**src/rtl/obstacle_lane_engine.sv**
```systemverilog
// obstacle_lane_engine: scrolls an N_POS-slot obstacle lane toward the hero digit,
// scores cleared obstacles, tracks lives and reports win/lose. Optional macro: OBS_SPEEDUP_EN.
module obstacle_lane_engine #(
  parameter int unsigned N_POS     = 3,
  parameter int unsigned TICK_DIV  = 25000000,
  parameter int unsigned SCORE_W   = 8,
  parameter int unsigned WIN_SCORE = 20,
  parameter int unsigned LIVES     = 3,
  parameter logic [7:0]  LFSR_SEED = 8'hA5
) (
  input  logic                 clk,
  input  logic                 rst_n,
  input  logic                 start,
  input  logic [6:0]           hero,
  input  logic [6:0]           obstacle,
  output logic [3:0]           tipo_obs,
  output logic [7*N_POS-1:0]   display_obs,
  output logic [SCORE_W-1:0]   score,
  output logic [2:0]           lives,
  output logic [1:0]           W_or_L,
  output logic                 step_pulse
);
  localparam int unsigned        LANE_W    = 7 * N_POS;
  localparam int unsigned        CNT_W     = $clog2(TICK_DIV);
  localparam logic [CNT_W-1:0]   DIV_M1    = CNT_W'(TICK_DIV - 1);
  localparam logic [SCORE_W-1:0] SCORE_MAX = {SCORE_W{1'b1}};
  localparam logic [SCORE_W-1:0] WIN_S     = SCORE_W'(WIN_SCORE);
  localparam logic [2:0]         LIVES_S   = 3'(LIVES);
  localparam logic [7:0]         LFSR_TAPS = 8'hB8;

  typedef enum logic [2:0] {S_IDLE, S_PLAY, S_HIT, S_WIN, S_LOSE} state_e;

  state_e              state_q, state_d;
  logic [CNT_W-1:0]    cnt_q, cnt_d, div_q, div_d;
  logic [LANE_W-1:0]   lane_q, lane_d, disp_q, disp_d, shifted_s;
  logic [SCORE_W-1:0]  score_q, score_d;
  logic [2:0]          lives_q, lives_d;
  logic [7:0]          lfsr_q, lfsr_d, lfsr_adv_s;
  logic [1:0]          wl_q, wl_d;
  logic [6:0]          top_s;
  logic                step_q, step_s, hit_s, spawn_s, restart_s;

`ifdef OBS_SPEEDUP_EN
  // Scroll period shrinks by TICK_DIV/8 for every 8 points, never below TICK_DIV/4.
  function automatic logic [CNT_W-1:0] div_m1_for(input logic [SCORE_W-1:0] s);
    int unsigned red;
    int unsigned eff;
    red = (TICK_DIV / 8) * (32'(s) >> 3);
    if (red > TICK_DIV - TICK_DIV / 4) eff = TICK_DIV / 4;
    else eff = TICK_DIV - red;
    return CNT_W'(eff - 1);
  endfunction
`endif

  // Next-state: tick counter, lane scroll, collision/score, lives and game state.
  always_comb begin
    step_s     = ((state_q == S_PLAY) || (state_q == S_HIT)) && (cnt_q == div_q);
    restart_s  = start && ((state_q == S_IDLE) || (state_q == S_WIN) || (state_q == S_LOSE));
    hit_s      = |(lane_q[6:0] & hero);
    spawn_s    = (lfsr_q[7:6] != 2'b00) && (lane_q[LANE_W-1 -: 7] == 7'd0);
    lfsr_adv_s = {1'b0, lfsr_q[7:1]} ^ (lfsr_q[0] ? LFSR_TAPS : 8'h00);
    top_s      = spawn_s ? obstacle : 7'd0;
    shifted_s  = (lane_q >> 7) | (LANE_W'(top_s) << (7 * (N_POS - 1)));

    state_d = state_q;
    cnt_d   = cnt_q;
    lane_d  = lane_q;
    score_d = score_q;
    lives_d = lives_q;
    lfsr_d  = lfsr_q;

    case (state_q)
      S_IDLE, S_WIN, S_LOSE: begin
        cnt_d = '0;
        if (restart_s) begin
          state_d = S_PLAY;
          lane_d  = '0;
          score_d = '0;
          lives_d = LIVES_S;
          lfsr_d  = LFSR_SEED;
        end else begin
          state_d = state_q;
        end
      end
      S_PLAY: begin
        if (step_s) begin
          cnt_d  = '0;
          lane_d = shifted_s;
          lfsr_d = lfsr_adv_s;
          if (hit_s) begin
            lives_d = lives_q - 3'd1;
            state_d = (lives_q == 3'd1) ? S_LOSE : S_HIT;
          end else if (lane_q[6:0] != 7'd0) begin
            score_d = (score_q == SCORE_MAX) ? score_q : score_q + SCORE_W'(1);
            state_d = (score_d == WIN_S) ? S_WIN : S_PLAY;
          end else begin
            state_d = S_PLAY;
          end
        end else begin
          cnt_d = cnt_q + CNT_W'(1);
        end
      end
      S_HIT: begin
        if (step_s) begin
          cnt_d   = '0;
          state_d = S_PLAY;
        end else begin
          cnt_d = cnt_q + CNT_W'(1);
        end
      end
      default: begin
        state_d = S_IDLE;
        cnt_d   = '0;
      end
    endcase

`ifdef OBS_SPEEDUP_EN
    if (restart_s) div_d = DIV_M1;
    else if (step_s) div_d = div_m1_for(score_d);
    else div_d = div_q;
`else
    div_d = DIV_M1;
`endif

    disp_d = (state_d == S_HIT) ? '0 : lane_d;
    case (state_d)
      S_WIN:   wl_d = 2'b01;
      S_LOSE:  wl_d = 2'b10;
      default: wl_d = 2'b00;
    endcase
  end

  // State and registered outputs.
  always_ff @(posedge clk or negedge rst_n) begin
    if (!rst_n) begin
      state_q <= S_IDLE;
      cnt_q   <= '0;
      div_q   <= DIV_M1;
      lane_q  <= '0;
      disp_q  <= '0;
      score_q <= '0;
      lives_q <= LIVES_S;
      lfsr_q  <= LFSR_SEED;
      wl_q    <= 2'b00;
      step_q  <= 1'b0;
    end else begin
      state_q <= state_d;
      cnt_q   <= cnt_d;
      div_q   <= div_d;
      lane_q  <= lane_d;
      disp_q  <= disp_d;
      score_q <= score_d;
      lives_q <= lives_d;
      lfsr_q  <= lfsr_d;
      wl_q    <= wl_d;
      step_q  <= step_s;
    end
  end

  assign tipo_obs    = lfsr_q[3:0];
  assign display_obs = disp_q;
  assign score       = score_q;
  assign lives       = lives_q;
  assign W_or_L      = wl_q;
  assign step_pulse  = step_q;

endmodule
```
**config.mk**
```make
export PLATFORM = sky130hd
export DESIGN_NAME = obstacle_lane_engine
export DESIGN_NICKNAME = d
export VERILOG_FILES = /design/src/rtl/obstacle_lane_engine.sv
export SDC_FILE = /design/constraint.sdc
export NUM_CORES = 1
export LEC_CHECK = 0
export ABC_AREA = 1
export BUFFER_PORTS_ARGS = -buffer_cell sky130_fd_sc_hd__buf_2
export CORE_ASPECT_RATIO = 1.75
export CORE_MARGIN = 1
export CORE_UTILIZATION = 45
export DETAILED_ROUTE_END_ITERATION = 6
export PLACE_DENSITY = 0.6
export SKIP_LAST_GASP = 1
export SYNTH_ARGS = -nofsm -noshare
export SYNTH_HDL_FRONTEND = slang
export SYNTH_SLANG_ARGS = --single-unit
```
**constraint.sdc**
```tcl
create_clock -name clk -period 2.85 [get_ports clk]
set_input_delay 0.285 -clock clk [delete_from_list [all_inputs] [get_ports clk]]
set_output_delay 0.285 -clock clk [all_outputs]
set_load 0.01 [all_outputs]
```
### After elaboration in Yosys (flattened, before gate mapping)

Cells that the tools add are included.

| word-level totals | value |
|---|---|
| flip-flop bits (word level) | 92 |
| logic and storage cells | 78 |
| input port bits | 17 |
| output and inout port bits | 39 |

| cells by class | value |
|---|---|
| muxes and demuxes | 30 |
| equality and inequality tests | 16 |
| bitwise gates (word level) | 3 |
| add/sub/neg operators | 3 |
| reduce and logical (&&, ||, !) cells | 17 |

Operator list:

| cell | number |
|---|---|
| $mux 8 | 8 |
| $mux 21 | 3 |
| $mux 25 | 2 |
| $pmux 21 s2 | 1 |
| $pmux 8 s2 | 2 |
| $add 25x1->25 const B | 1 |
| $eq 25x25->1 const B | 1 |
| $mux 3 | 8 |
| $or 14x21->21 | 1 |
| $eq 3x2->1 const B | 4 |
| $pmux 3 s3 | 1 |
| $add 8x1->8 const B | 1 |
| $eq 8x5->1 const B | 1 |
| $eq 8x8->1 const B | 1 |
| $ne 2x2->1 const B | 4 |
| $xor 7x8->8 | 1 |
| $and 7x7->7 | 1 |
| $logic_not 7->1 | 1 |
| $mux 7 | 1 |
| $reduce_bool 7->1 | 1 |
| $reduce_or 7->1 | 1 |
| $eq 3x1->1 const B | 2 |
| $eq 3x3->1 const B | 2 |
| $pmux 3 s2 | 1 |
| other kinds (13) | 19 |

### Depth between registers and ports, before layout

Gate-level depths: netlist of the first run.

| logic depth | value |
|---|---|
| word-level depth | 10 |
| gate-level depth with buffers | 14 |
| depth with buffers taken out | 13 |

### Worst setup path before layout of the first run

Ideal clock, no wire load.

| timing path | value |
|---|---|
| path type | reg2reg |
| start point | register score_q[1] (netlist: score[1]) |
| end point | register disp_q[1] (netlist: display_obs[1]) |
| period minus slack after synthesis | 1837 ps |
| arrival time | 1714 ps |
| stages on the path, launching flop included | 14 |
| library setup time | 123 ps |
| required time | 2727 ps |
| setup slack | 1013 ps |
| path buffers | 1 |
| path through | dfrtp_1 > ha_1 > nand2_1 > nor2_2 > nand2_2 > o21ai_0 > nand2_1 > nor2_1 > nand2_1 > nand2_1 > nand2_1 > nand2_2 > buf_6 > a21oi_2 |

| between the ends | value |
|---|---|
| word-level cells in the longest chain between the ends | 10 |
| elaborated cells between the ends (all ways) | 11 |
| classes of those cells | add/sub: 1; eq/ne: 3; mux: 7 |

RTL lines:

| what | line | RTL |
|---|---|---|
| start, declared | 36 | `logic [SCORE_W-1:0] score_q, score_d;` |
| start signal, assigned | 152 | `score_q <= score_d;` |
| $add 8x1->8 / $eq 8x8->1 (equally long branches) | 94 | `score_d = (score_q == SCORE_MAX) ? score_q : score_q + SCORE_W'(1);` |
| $mux 8 (*) | 94 |  |
| $eq 8x5->1 (*) | 95 | `state_d = (score_d == WIN_S) ? S_WIN : S_PLAY;` |
| $mux 2 (*) | 95 |  |
| $mux 2 (*) | 93 | `end else if (lane_q[6:0] != 7'd0) begin` |
| $mux 3 (*) | 90 | `if (hit_s) begin` |
| $mux 3 (*) | 86 | `if (step_s) begin` |
| $pmux 3 s3 (*) | 72 | `case (state_q)` |
| $eq 3x2->1 (*) | 125 | `disp_d = (state_d == S_HIT) ? '0 : lane_d;` |
| $mux 21 (*) | 125 |  |
| net disp_d[1] | 35 | `logic [LANE_W-1:0] lane_q, lane_d, disp_q, disp_d, shifted_s;` |
| end signal, assigned | 151 | `disp_q <= disp_d;` |
| end, declared | 35 |  |

The timed path passes the listed nets; every way through them passes the cells marked *.
A chain may end at the register's enable or synchronous reset.

### Worst setup path in the final report of the first run

| timing path | value |
|---|---|
| start point | register score_q[1] (netlist: score[1]) |
| end point | register disp_q[0] (netlist: display_obs[0]) |

Same word-level chain as after synthesis.

==> results of run 1 <==
==> synth_stat cells, types with 4 or more instances <==
master,number
sky130_fd_sc_hd__nand2_1,132
sky130_fd_sc_hd__dfrtp_1,86
sky130_fd_sc_hd__inv_1,69
sky130_fd_sc_hd__nor2_1,59
sky130_fd_sc_hd__nand3_1,28
sky130_fd_sc_hd__a21oi_2,27
sky130_fd_sc_hd__o21ai_0,17
sky130_fd_sc_hd__nor3_1,14
sky130_fd_sc_hd__a21oi_1,10
sky130_fd_sc_hd__xor2_1,10
sky130_fd_sc_hd__inv_2,9
sky130_fd_sc_hd__nand4_1,9
sky130_fd_sc_hd__nor2_2,7
sky130_fd_sc_hd__xnor2_1,7
sky130_fd_sc_hd__buf_6,6
sky130_fd_sc_hd__dfstp_2,6
sky130_fd_sc_hd__nand2_4,6
sky130_fd_sc_hd__buf_4,5
sky130_fd_sc_hd__ha_1,4
sky130_fd_sc_hd__nand2_2,4
sky130_fd_sc_hd__nor4_1,4
==> worst max path at each step <==
stage                         start                         to  slack [ns]  depth (start not counted)
2_1_floorplan  score[1]$_DFFE_PN0P_   display_obs[1]$_DFF_PN0_        1.01                         13
3_3_place_gp   score[1]$_DFFE_PN0P_  display_obs[20]$_DFF_PN0_        0.53                         12
3_5_place_dp   score[1]$_DFFE_PN0P_  display_obs[20]$_DFF_PN0_        0.47                         12
4_1_cts        score[1]$_DFFE_PN0P_  display_obs[20]$_DFF_PN0_        0.45                         12
5_1_grt        score[0]$_DFFE_PN0P_  display_obs[20]$_DFF_PN0_        0.21                         12
6_report       score[1]$_DFFE_PN0P_   display_obs[0]$_DFF_PN0_        0.44                         12
==> cells by family after synthesis <==
family,count (synthesis),share of synthesized area
and+or+nand+nor,279,0.2782
buffers and inverters,93,0.08859
adders and majority gates,4,0.01061
xor gates and xnor gates,17,0.03156
DFF,92,0.4897
AOI/OAI and AO/OA,66,0.1013
==> cell type report <==
class | count | area [um^2] | area share
multi-input cells | 366 | 1989 | 0.3673
well taps | 127 | 158.9 | 0.02934
repair buffers | 60 | 317.8 | 0.05867
clock inverters | 4 | 98.84 | 0.01825
flip-flops and latches | 92 | 2310 | 0.4264
clock buffers | 11 | 242.7 | 0.04481
inverters | 79 | 299.0 | 0.05521
==> worst max-delay path, stage by stage, from the launching register on <==
cell                      delay, ns
sky130_fd_sc_hd__dfrtp_1       0.43
sky130_fd_sc_hd__ha_1          0.22
sky130_fd_sc_hd__nand2_1       0.09
sky130_fd_sc_hd__nor2_2        0.16
sky130_fd_sc_hd__nand2_2       0.15
sky130_fd_sc_hd__o21ai_0       0.18
sky130_fd_sc_hd__nand2_1       0.09
sky130_fd_sc_hd__nor2_1        0.10
sky130_fd_sc_hd__nand2_1       0.06
sky130_fd_sc_hd__nand2_1       0.08
sky130_fd_sc_hd__nand2_1       0.09
sky130_fd_sc_hd__nand2_2       0.48
sky130_fd_sc_hd__a21oi_1       0.13
==> sequential cells by signal, indices dropped and copies added (netlist names) <==
signal and cells:
W_or_L 2, score 8, lfsr_q 8, step_pulse 1, cnt_q 25, lane_q 21, state_q 3, lives 3
display_obs 21
==> power by group through the flow <==
stage,combinational [uW],clock [uW],sequential (uW)
2_1_floorplan,636,0,1470
3_3_place_gp,802,0,1470
3_5_place_dp,813,0,1480
4_1_cts,818,1400,1450
5_1_grt,901,1450,1470
6_report,806,1380,1450
==> metal layers <==
layer,vias to the layer above,GRT usage,part of all wire
li1,1870,-,-
met2,78,0.4420,0.57
met1,1882,0.2374,0.37
met5,-,0,0
met4,0,0.1020,0.028
met3,26,0.03576,0.033
==> timing repair <==
| item | 4_1_cts | 5_1_grt |
|---|---|---|
| hold buffers | 1 | 0 |
| setup buffers | 0 | 0 |
| hold endpoints to repair | 7 | 0 |
| resized for setup | 0 | 0 |
==> cells in the final DEF (no fill, tap or decap), types with 9 or more instances in the layout <==
| master | count |
|---|---|
| sky130_fd_sc_hd__o21ai_0 | 17 |
| sky130_fd_sc_hd__buf_2 | 54 |
| sky130_fd_sc_hd__inv_2 | 9 |
| sky130_fd_sc_hd__nor2_1 | 59 |
| sky130_fd_sc_hd__a21oi_2 | 27 |
| sky130_fd_sc_hd__xor2_1 | 10 |
| sky130_fd_sc_hd__clkbuf_16 | 9 |
| sky130_fd_sc_hd__nor3_1 | 14 |
| sky130_fd_sc_hd__nand2_1 | 132 |
| sky130_fd_sc_hd__nand4_1 | 9 |
| sky130_fd_sc_hd__a21oi_1 | 10 |
| sky130_fd_sc_hd__dfrtp_1 | 86 |
| sky130_fd_sc_hd__inv_1 | 69 |
| sky130_fd_sc_hd__nand3_1 | 28 |
==> per-stage QoR <==
step / power [uW] / setup slack [ns] / hold WS, ns
4_1_cts: 3668 / 0.4548 / 0.1664
3_5_place_dp: 2289 / 0.4653 / 0.3616
6_report: 3636 / 0.4362 / 0.1670
3_3_place_gp: 2274 / 0.5262 / 0.3590
5_1_grt: 3815 / 0.2115 / 0.1849
2_1_floorplan: 2110 / 1.013 / -0.01059
==> impl_results.rst, run 1 <==
.. list-table::
   :header-rows: 1

   * - Metric
     - Value
   * - Cell area reported after detailed placement
     - 5065 um^2
   * - Clock Tree Root
     - sky130_fd_sc_hd__clkbuf_16
   * - Number of synthesized flops with an enable pin
     - 0
   * - Pwr per Cell Area
     - 671.3 nW/um^2
   * - Die area
     - 10910 um^2
   * - Number of filler instances in the final layout
     - 981
   * - Critical Path Fanout Max
     - 22
   * - Antenna cell count
     - 0
   * - Reg2reg setup slack
     - 0.44 ns
   * - Max-cap viol count
     - 0
   * - Number of levels in the clock H-tree
     - 3
   * - Syn Std Cell Area
     - 4717 um^2
   * - Fraction of the yosys area taken by sequential cells
     - 0.4897
   * - Mapped Avg Cell Area
     - 8.561 um^2
   * - Fin area
     - 5416 um^2
   * - Share of async-settable or async-resettable flops after synthesis
     - 1.000
   * - Arrival time at the worst endpoint
     - 2.61 ns
   * - Slew at the pin closest to its max-slew limit
     - 0.6594 ns
   * - Combined global-route utilization of all metal layers
     - 0.2292
   * - Port bufs
     - 55
   * - TritonCTS clock tree
     - built
   * - Number of antenna violations at the first check in global routing
     - 0
   * - Critical path required time
     - 3.05 ns
   * - Area growth from synthesis to final layout
     - 14.83%
   * - Wire length per cell after detailed routing
     - 15.45 um
   * - Design internal power
     - 2477 uW
   * - Critical path type
     - flop to flop
   * - Via count of the first global-routing pass
     - 3934
   * - Final nets
     - 629
   * - Count of placed standard cells in the final layout, fillers left out
     - 739
   * - Flip-flop cell with the highest count after synthesis
     - sky130_fd_sc_hd__dfrtp_1
   * - Number of DRC markers after the initial detailed-route iteration
     - 170
   * - Core region area
     - 10240 um^2
   * - CTS sink cnt
     - 92
   * - Unrepaired setup endpoints after global routing
     - false
   * - Setup tns final
     - 0 ns
   * - Kind of end point of the critical path
     - flop
   * - Die height
     - 137.4 um
   * - End point of the worst hold path
     - lane_q[15]$_DFF_PN0_
   * - Class of the tightest hold or removal check
     - primary input to flop
   * - I/O pin count
     - 56
   * - Starting Density
     - 0.4607
   * - Fmax
     - 414.3 MHz
   * - Cell count after placement
     - 723
   * - Clock period minus worst slack
     - 2.414 ns
   * - R2r endpoint
     - display_obs[0]$_DFF_PN0_
   * - Share of final-layout standard cells stronger than drive strength 1
     - 0.2418
   * - Number of warnings reported in the yosys synthesis log
     - 0
   * - Worst clock skew on the final layout
     - 0.008599 ns
   * - Remaining global-route overflow
     - 0
   * - Part of the cycle the worst path needs
     - 0.8470
   * - Final number of max-transition violations
     - 0
   * - Relative contribution of the clock network to total power
     - 0.378
   * - Worst r2r path cells
     - 12
   * - Clock buffer count from CTS
     - 9
   * - Headroom to the max-slew limit
     - 0.5604
   * - Horiz. Die Dim
     - 79.40 um
   * - Cell depth of the worst hold path
     - 3
   * - # rows
     - 49
   * - Net switching power figure
     - 1160 uW
   * - Number of distinct library cell variants in the gate-level netlist after synthesis
     - 43
   * - Synth Register Bits
     - 92
   * - DP HPWL
     - 8615 um
   * - Net count after synthesis
     - 572
   * - Share of total power in combinational logic
     - 0.222
   * - Gate count after technology mapping
     - 551
   * - DRC violations left
     - 0
   * - Final GP Congestion
     - 0.9227
   * - Pleak
     - 0.002747 uW
   * - Fraction of synthesized cell area taken by the top area cell type
     - 0.4562
   * - Post-Route WL
     - 11420 um
   * - Sort of element at the start of the critical path
     - flop
   * - Global-route wire length before repair
     - 18800 um
   * - Endpoints failing setup
     - 0
   * - Clk_lat worst skew
     - 0.34 ns
   * - Residual antenna-violating net count after detailed routing
     - 0
   * - Max Buffers Root-to-Sink
     - 2
   * - Run status
     - complete, no violations
   * - Dominant cell type by area after synthesis
     - sky130_fd_sc_hd__dfrtp_1
   * - Sequential power share
     - 0.400
   * - Maximum number of pins on one net before global-route repair
     - 52
   * - Via density per instance
     - 5.218
   * - Total vias in the final route
     - 3856
   * - RR Startpoint
     - score[1]$_DFFE_PN0P_
   * - VDD IR max
     - 558.0 uV
   * - Fin util
     - 0.5290
   * - Final Hold Violating Endpoints
     - 0
   * - Clock Pin Slew Worst Setup and Hold Paths
     - 0.07 ns
   * - Hold Startpoint
     - obstacle[1]
   * - Net switching share of the total power
     - 0.3189
   * - Number of search-and-repair iterations in the first detailed-routing pass
     - 5
   * - Leading post-synthesis cells by cell area
     - sky130_fd_sc_hd__dfrtp_1 (46%), sky130_fd_sc_hd__nand2_1 (11%), sky130_fd_sc_hd__inv_1 (5.5%)
Power figures use the tool's default switching activity.
==> run 2: changes to the inputs <==
clock period = 2.26 ns   (was 2.85 ns; I/O delays follow)
==> impl_results.rst, run 2 (synthesized netlist as in run 1, its figures left out) <==
.. list-table::
   :header-rows: 1

   * - Metric
     - Value
   * - Run status
     - complete, no violations
   * - Final GP Congestion
     - 0.8856 (-4.0%)
   * - Number of search-and-repair iterations in the first detailed-routing pass
     - 4 (-1)
   * - VDD IR max
     - 484.9 uV (-13%)
   * - Worst r2r path cells
     - 13 (+1)
   * - RR Startpoint
     - score[1]$_DFFE_PN0P_
   * - Cells traversed along the worst timing path
     - ha_1 > nand2_1 > nor2_2 > nand2_2 > o21ai_0 > nand2_1 > nor2_1 > nand2_1 > nand2_1 > nand2_1 > nand2_2 > buf_12 > a21oi_1
   * - Fmax
     - 474.9 MHz (+15%)
   * - Quantity of gates resized following cts
     - 0 (unchanged)
   * - Total vias in the final route
     - 3782 (-1.9%)
   * - Hold Startpoint
     - obstacle[2]
   * - Residual antenna-violating net count after detailed routing
     - 0 (unchanged)
   * - Endpoints failing setup
     - 0 (unchanged)
   * - Part of the cycle the worst path needs
     - 0.9317 (+0.08474)
   * - TritonCTS clock tree
     - built
   * - Headroom to the max-slew limit
     - 0.7138 (+0.1534)
   * - Clock period minus worst slack
     - 2.106 ns (-0.3082 ns)
   * - Area growth from synthesis to final layout
     - 15.70%
   * - Number of flip-flops in the largest register
     - 25 (unchanged)
   * - CTS sink cnt
     - 92 (unchanged)
   * - Commonest cells after routing, fill and taps aside
     - sky130_fd_sc_hd__nand2_1 (132), sky130_fd_sc_hd__dfrtp_1 (86), sky130_fd_sc_hd__inv_1 (69)
   * - Unrepaired setup endpoints after global routing
     - false
   * - Class of the tightest hold or removal check
     - primary input to flop
   * - Number of levels in the clock H-tree
     - 3 (unchanged)
   * - Critical path type
     - flop to flop
   * - Final Hold Violating Endpoints
     - 0 (unchanged)
   * - Worst hold slack across all endpoints
     - 0.1110 ns (-0.05603 ns)
   * - Maximum number of pins on one net before global-route repair
     - 64 (+23%)
   * - Antenna cell count
     - 0 (unchanged)
   * - Pwr per Cell Area
     - 812.9 nW/um^2 (+21%)
   * - Source of the critical timing path
     - score[1]$_DFFE_PN0P_
   * - Share of final-layout standard cells stronger than drive strength 1
     - 0.2516 (+0.009783)
   * - CP max stage cell
     - sky130_fd_sc_hd__dfrtp_1
   * - Number of DRC markers after the initial detailed-route iteration
     - 151 (-11%)
   * - Remaining global-route overflow
     - 0 (unchanged)
   * - Most common library cell in the layout ignoring fill and taps
     - sky130_fd_sc_hd__nand2_1
   * - Total power draw
     - 4436 uW (+22%)
   * - Via count of the first global-routing pass
     - 3882 (-1.3%)
   * - Number of antenna violations at the first check in global routing
     - 0 (unchanged)
   * - Via density per instance
     - 5.063 (-3.0%)
   * - Most used cell, CP
     - sky130_fd_sc_hd__nand2_1
   * - Global-route wire length before repair
     - 18400 um (-2.1%)
   * - Clock buffer count from CTS
     - 9 (unchanged)
   * - Port bufs
     - 55 (unchanged)
   * - Clock Pin Slew Worst Setup and Hold Paths
     - 0.06 ns (about the same)
   * - Wire length per cell after detailed routing
     - 14.70 um (-4.8%)
   * - Worst clock skew on the final layout
     - 0.009074 ns (+0.0004747 ns)
   * - Critical path required time
     - 2.48 ns (-0.57 ns)
   * - Kind of end point of the critical path
     - flop
   * - Max-cap viol count
     - 0 (unchanged)
   * - Core region area
     - 10240 um^2 (unchanged)
   * - DP HPWL
     - 8249 um (-4.2%)
   * - Die height
     - 137.4 um (unchanged)
   * - Register with the most flip-flops
     - cnt_q
   * - Final nets
     - 636 (+1.1%)
   * - Die area
     - 10910 um^2 (unchanged)
   * - Post-Route WL
     - 10980 um (-3.8%)
   * - Critical Path Fanout Max
     - 22 (unchanged)
   * - Combined global-route utilization of all metal layers
     - 0.2225 (-0.006666)
   * - Cell depth of the worst hold path
     - 3 (unchanged)
   * - Max Buffers Root-to-Sink
     - 2 (unchanged)
   * - Horiz. Die Dim
     - 79.40 um (unchanged)
   * - Clock Tree Root
     - sky130_fd_sc_hd__clkbuf_16
   * - Arrival time at the worst endpoint
     - 2.32 ns (-0.29 ns)
   * - Clk_lat worst skew
     - 0.34 ns (about the same)
   * - Delay of the slowest cell on the worst path
     - 0.43 ns (-0.05 ns)
   * - Pleak
     - 0.002766 uW (+0.68%)
   * - DRC violations left
     - 0 (unchanged)
   * - Starting Density
     - 0.4607 (unchanged)
   * - Setup tns final
     - 0 ns (unchanged)
   * - I/O pin count
     - 56 (unchanged)
   * - Slew at the pin closest to its max-slew limit
     - 0.4293 ns (-0.2300 ns)
   * - # rows
     - 49 (unchanged)
   * - Sort of element at the start of the critical path
     - flop
   * - Final number of max-transition violations
     - 0 (unchanged)
[run 2: cell count changes in the layout (fill, tap and decap cells not counted), sizes merged]
cell / before / now
bufinv: 3 / 1
clkbuf: 11 / 10
buf: 59 / 66
clkinv: 1 / 2
clkinvlp: 0 / 2
inv: 79 / 80
[run 2: final cells by class]
type                       instances  area, um^2
sequential                        92        2310
multi-input combinational        366        1989
clock inverter                     6       63.81
inverter                          79       299.0
tap                              127       158.9
fill                             945        4781
timing repair buffer              67       407.9
clock buffer                      10       229.0
[run 2: worst paths after layout]
kind                       slack [ns]                        end
max                              0.15  display_obs[20]$_DFF_PN0_
min in group asynchronous        0.37        cnt_q[17]$_DFF_PN0_
min                              0.11       lane_q[16]$_DFF_PN0_
max in group asynchronous        1.18      lfsr_q[0]$_DFFE_PN1P_
max reg2reg                      0.15  display_obs[20]$_DFF_PN0_
min reg2reg                      0.50        lane_q[9]$_DFF_PN0_
[run 2: per-stage QoR]
stage	cells	util	cell area [um^2]	worst slack, ns
6_report	747	0.5331	5458	0.1544
5_1_grt	747	0.5331	5458	0.004240
3_3_place_gp	729	0.5028	5147	0.1994
3_5_place_dp	729	0.5028	5147	0.1669
4_1_cts	746	0.5323	5450	0.1524
2_1_floorplan	551	-	4717	0.4229
[run 2: timing repair]
action	4_1_cts	5_1_grt
setup endpoints to repair	0	1
hold buffers	1	0
hold endpoints to repair	27	0
buffers inserted	0	1
[run 2: layer usage]
| metal | vias to the layer above | part of all wire | GRT usage |
|---|---|---|---|
| li1 | 1869 | - | - |
| met1 | 1812 | 0.39 | 0.2351 |
| met2 | 73 | 0.56 | 0.4181 |
| met3 | 28 | 0.026 | 0.03709 |
| met4 | 0 | 0.032 | 0.1081 |
| met5 | - | 0 | 0 |
[run 2: report_power, final]
part	switching, uW	internal (uW)
combinational	764	347
sequential	88.1	1750
clock	633	858
total	1490	2950
[run 2: critical path: cells and delay by family, from the launching register on]
kind	cells	cell delay [ns]
simple gates	9	0.92
fa+ha+maj	1	0.22
compound gates	2	0.22
buf+inv	1	0.20
flops	1	0.43
==> run 3: changes to the inputs <==
CAP_MARGIN = 20   (was not set)
RECOVER_POWER = 100   (was not set)
clock period = 2.4 ns   (was 2.26 ns; I/O delays follow)
==> impl_results.rst, run 3 (synthesized netlist as in run 1, its figures left out) <==
.. list-table::
   :header-rows: 1

   * - Metric
     - Value
   * - Fmax
     - 457.7 MHz (-3.6%)
   * - Pwr per Cell Area
     - 771.7 nW/um^2 (-5.1%)
   * - TritonCTS clock tree
     - built
   * - Metal2 WL
     - 6452 um (+5.8%)
   * - Worst Setup Slack, final
     - 0.2153 ns (+0.06091 ns)
   * - Remaining global-route overflow
     - 0 (unchanged)
   * - Pre-CTS WS
     - 0.2900 ns (+0.1230 ns)
   * - Die height
     - 137.4 um (unchanged)
   * - VDD IR max
     - 478.0 uV (-1.4%)
   * - R2r endpoint
     - lane_q[4]$_DFF_PN0_
   * - Most common library cell in the layout ignoring fill and taps
     - sky130_fd_sc_hd__nand2_1
   * - Number of DRC markers after the initial detailed-route iteration
     - 160 (+6.0%)
   * - Post-Route WL
     - 11340 um (+3.3%)
   * - Headroom to the max-slew limit
     - 0.3681 (-0.3457)
   * - Cells traversed along the worst timing path
     - ha_1 > nand3_1 > nor2_4 > nand4_1 > nor2_4 > nand2_4 > nand2_4 > inv_2 > a21oi_1 > inv_1
   * - Global-route wire length before repair
     - 18320 um (-0.45%)
   * - Number of buffers inserted by post-CTS setup repair
     - 0 (unchanged)
   * - CTS sink cnt
     - 92 (unchanged)
   * - DRC violations left
     - 0 (unchanged)
   * - Max-cap viol count
     - 0 (unchanged)
   * - Number of search-and-repair iterations in the first detailed-routing pass
     - 4 (unchanged)
   * - DP HPWL
     - 8619 um (+4.5%)
   * - Arrival time at the worst endpoint
     - 2.41 ns (+0.09 ns)
   * - Sort of element at the start of the critical path
     - flop
   * - Maximum number of pins on one net before global-route repair
     - 39 (-39%)
   * - Critical path required time
     - 2.62 ns (+0.14 ns)
   * - Endpoints failing setup
     - 0 (unchanged)
   * - Routed length on met1
     - 4312 um (+1.5%)
   * - Max Buffers Root-to-Sink
     - 2 (unchanged)
   * - Antenna cell count
     - 0 (unchanged)
   * - Worst r2r path cells
     - 10 (-3)
   * - Number of filler instances in the final layout
     - 1024 (+8.4%)
   * - Share of final-layout standard cells stronger than drive strength 1
     - 0.1442 (-0.1074)
   * - Core region area
     - 10240 um^2 (unchanged)
   * - Share of total power in combinational logic
     - 0.230 (-0.020)
   * - Wire length per cell after detailed routing
     - 15.25 um (+3.7%)
   * - Part of the cycle the worst path needs
     - 0.9103 (-0.02139)
   * - Via density per instance
     - 5.082 (+0.38%)
   * - I/O pin count
     - 56 (unchanged)
   * - Critical path type
     - flop to flop
   * - Total vias in the final route
     - 3781 (-0.026%)
   * - Sequential power share
     - 0.424 (+0.010)
   * - Clock period minus worst slack
     - 2.185 ns (+0.07909 ns)
   * - Final nets
     - 633 (-0.47%)
   * - Via count of the first global-routing pass
     - 3850 (-0.82%)
   * - Reg2reg setup slack
     - 0.22 ns (+0.06 ns)
   * - Pleak
     - 0.002574 uW (-6.9%)
   * - Hold Startpoint
     - obstacle[2]
   * - Cell depth of the worst hold path
     - 3 (unchanged)
   * - Net switching power figure
     - 1332 uW (-10%)
   * - Die area
     - 10910 um^2 (unchanged)
   * - Clock buffer count from CTS
     - 9 (unchanged)
   * - Unrepaired setup endpoints after global routing
     - false
   * - RR Startpoint
     - cnt_q[1]$_DFF_PN0_
   * - Area growth from synthesis to final layout
     - 11.62%
   * - Register with the most flip-flops
     - cnt_q
   * - Final number of max-transition violations
     - 0 (unchanged)
   * - Number of levels in the clock H-tree
     - 3 (unchanged)
   * - Clk_lat worst skew
     - 0.34 ns (about the same)
   * - Setup tns final
     - 0 ns (unchanged)
   * - Net switching share of the total power
     - 0.3277 (-0.007019)
   * - Port bufs
     - 55 (unchanged)
   * - Class of the tightest hold or removal check
     - primary input to flop
   * - Met3 routed WL
     - 340 um (+21%)
   * - Fin util
     - 0.5142 (-0.01882)
   * - Worst hold slack across all endpoints
     - 0.1342 ns (+0.02322 ns)
   * - Relative contribution of the clock network to total power
     - 0.346 (+0.010)
   * - Combined global-route utilization of all metal layers
     - 0.2224 (about the same)
   * - Slew at the pin closest to its max-slew limit
     - 0.9479 ns (+0.5186 ns)
   * - Max Used Layer
     - met4
   * - Critical Path Fanout Max
     - 22 (unchanged)
   * - Final GP Congestion
     - 0.8778 (-0.88%)
   * - Cell area reported after detailed placement
     - 5132 um^2 (-0.29%)
   * - Source of the critical timing path
     - cnt_q[1]$_DFF_PN0_
   * - End point of the worst hold path
     - lane_q[16]$_DFF_PN0_
   * - Clock Tree Root
     - sky130_fd_sc_hd__clkbuf_16
   * - Run status
     - complete, no violations
   * - Kind of end point of the critical path
     - flop
   * - Delay of the slowest cell on the worst path
     - 0.37 ns (-0.06 ns)
   * - Clock Pin Slew Worst Setup and Hold Paths
     - 0.07 ns (about the same)
   * - Worst clock skew on the final layout
     - 0.01257 ns (+0.003499 ns)
   * - Number of antenna violations at the first check in global routing
     - 0 (unchanged)
   * - Fin area
     - 5265 um^2 (-3.5%)
   * - Horiz. Die Dim
     - 79.40 um (unchanged)
   * - # rows
     - 49 (unchanged)
   * - Commonest cells after routing, fill and taps aside
     - sky130_fd_sc_hd__nand2_1 (136), sky130_fd_sc_hd__dfrtp_1 (86), sky130_fd_sc_hd__inv_1 (69)
   * - Residual antenna-violating net count after detailed routing
     - 0 (unchanged)
   * - Design internal power
     - 2731 uW (-7.5%)
   * - CP max stage cell
     - sky130_fd_sc_hd__dfrtp_1
   * - Starting Density
     - 0.4607 (unchanged)
   * - Final Hold Violating Endpoints
     - 0 (unchanged)
   * - Number of flip-flops in the largest register
     - 25 (unchanged)
run 3: final cells by class:
type,instances,area [um^2],area share
flip-flops and latches,92,2310,0.4387
clock inverters,5,62.56,0.01188
inverters,79,299.0,0.05680
repair buffers,64,315.3,0.05989
clock buffers,11,232.7,0.04420
well taps,127,158.9,0.03018
multi-input cells,366,1887,0.3584
run 3: power groups by stage:
| stage | clock network, uW | registers (uW) | logic [uW] |
|---|---|---|---|
| after floorplan | 0 | 1750 | 755 |
| after global placement | 0 | 1750 | 997 |
| after detailed placement | 0 | 1760 | 1020 |
| after CTS | 1440 | 1730 | 1020 |
| after global routing | 1500 | 1740 | 1050 |
| final | 1410 | 1720 | 932 |
run 3: per-stage QoR:
step                instances  total power, uW
floorplan                 551             2506
global placement          727             2750
detailed placement        727             2773
CTS                       744             4189
global route              744             4284
finish                    744             4063
run 3: routing by layer:
layer  track usage  vias up
li1              -     1866
met1        0.2322     1816
met2        0.4387       79
met3       0.03377       20
met4       0.07576        0
met5             0        -
run 3: worst max-delay path, delay by kind of cell, from the launching register on:
family	cells	cell delay, ns
adders and majority gates	1	0.19
buffers and inverters	2	0.24
AOI/OAI and AO/OA	1	0.27
DFF	1	0.37
and+or+nand+nor	6	1.00
run 3: worst max-delay path by stage:
| stage | endpoint | slack (ns) |
|---|---|---|
| finish | lane_q[4]$_DFF_PN0_ | 0.22 |
| global route | state_q[2]$_DFF_PN0_ | 0.03 |
| CTS | display_obs[0]$_DFF_PN0_ | 0.27 |
| detailed placement | display_obs[20]$_DFF_PN0_ | 0.29 |
| global placement | display_obs[20]$_DFF_PN0_ | 0.32 |
| floorplan | display_obs[1]$_DFF_PN0_ | 0.56 |
run 3: repair_timing:
item | 4_1_cts | 5_1_grt
hold buffers | 1 | 0
resized for setup | 0 | 0
hold endpoints to repair | 31 | 0
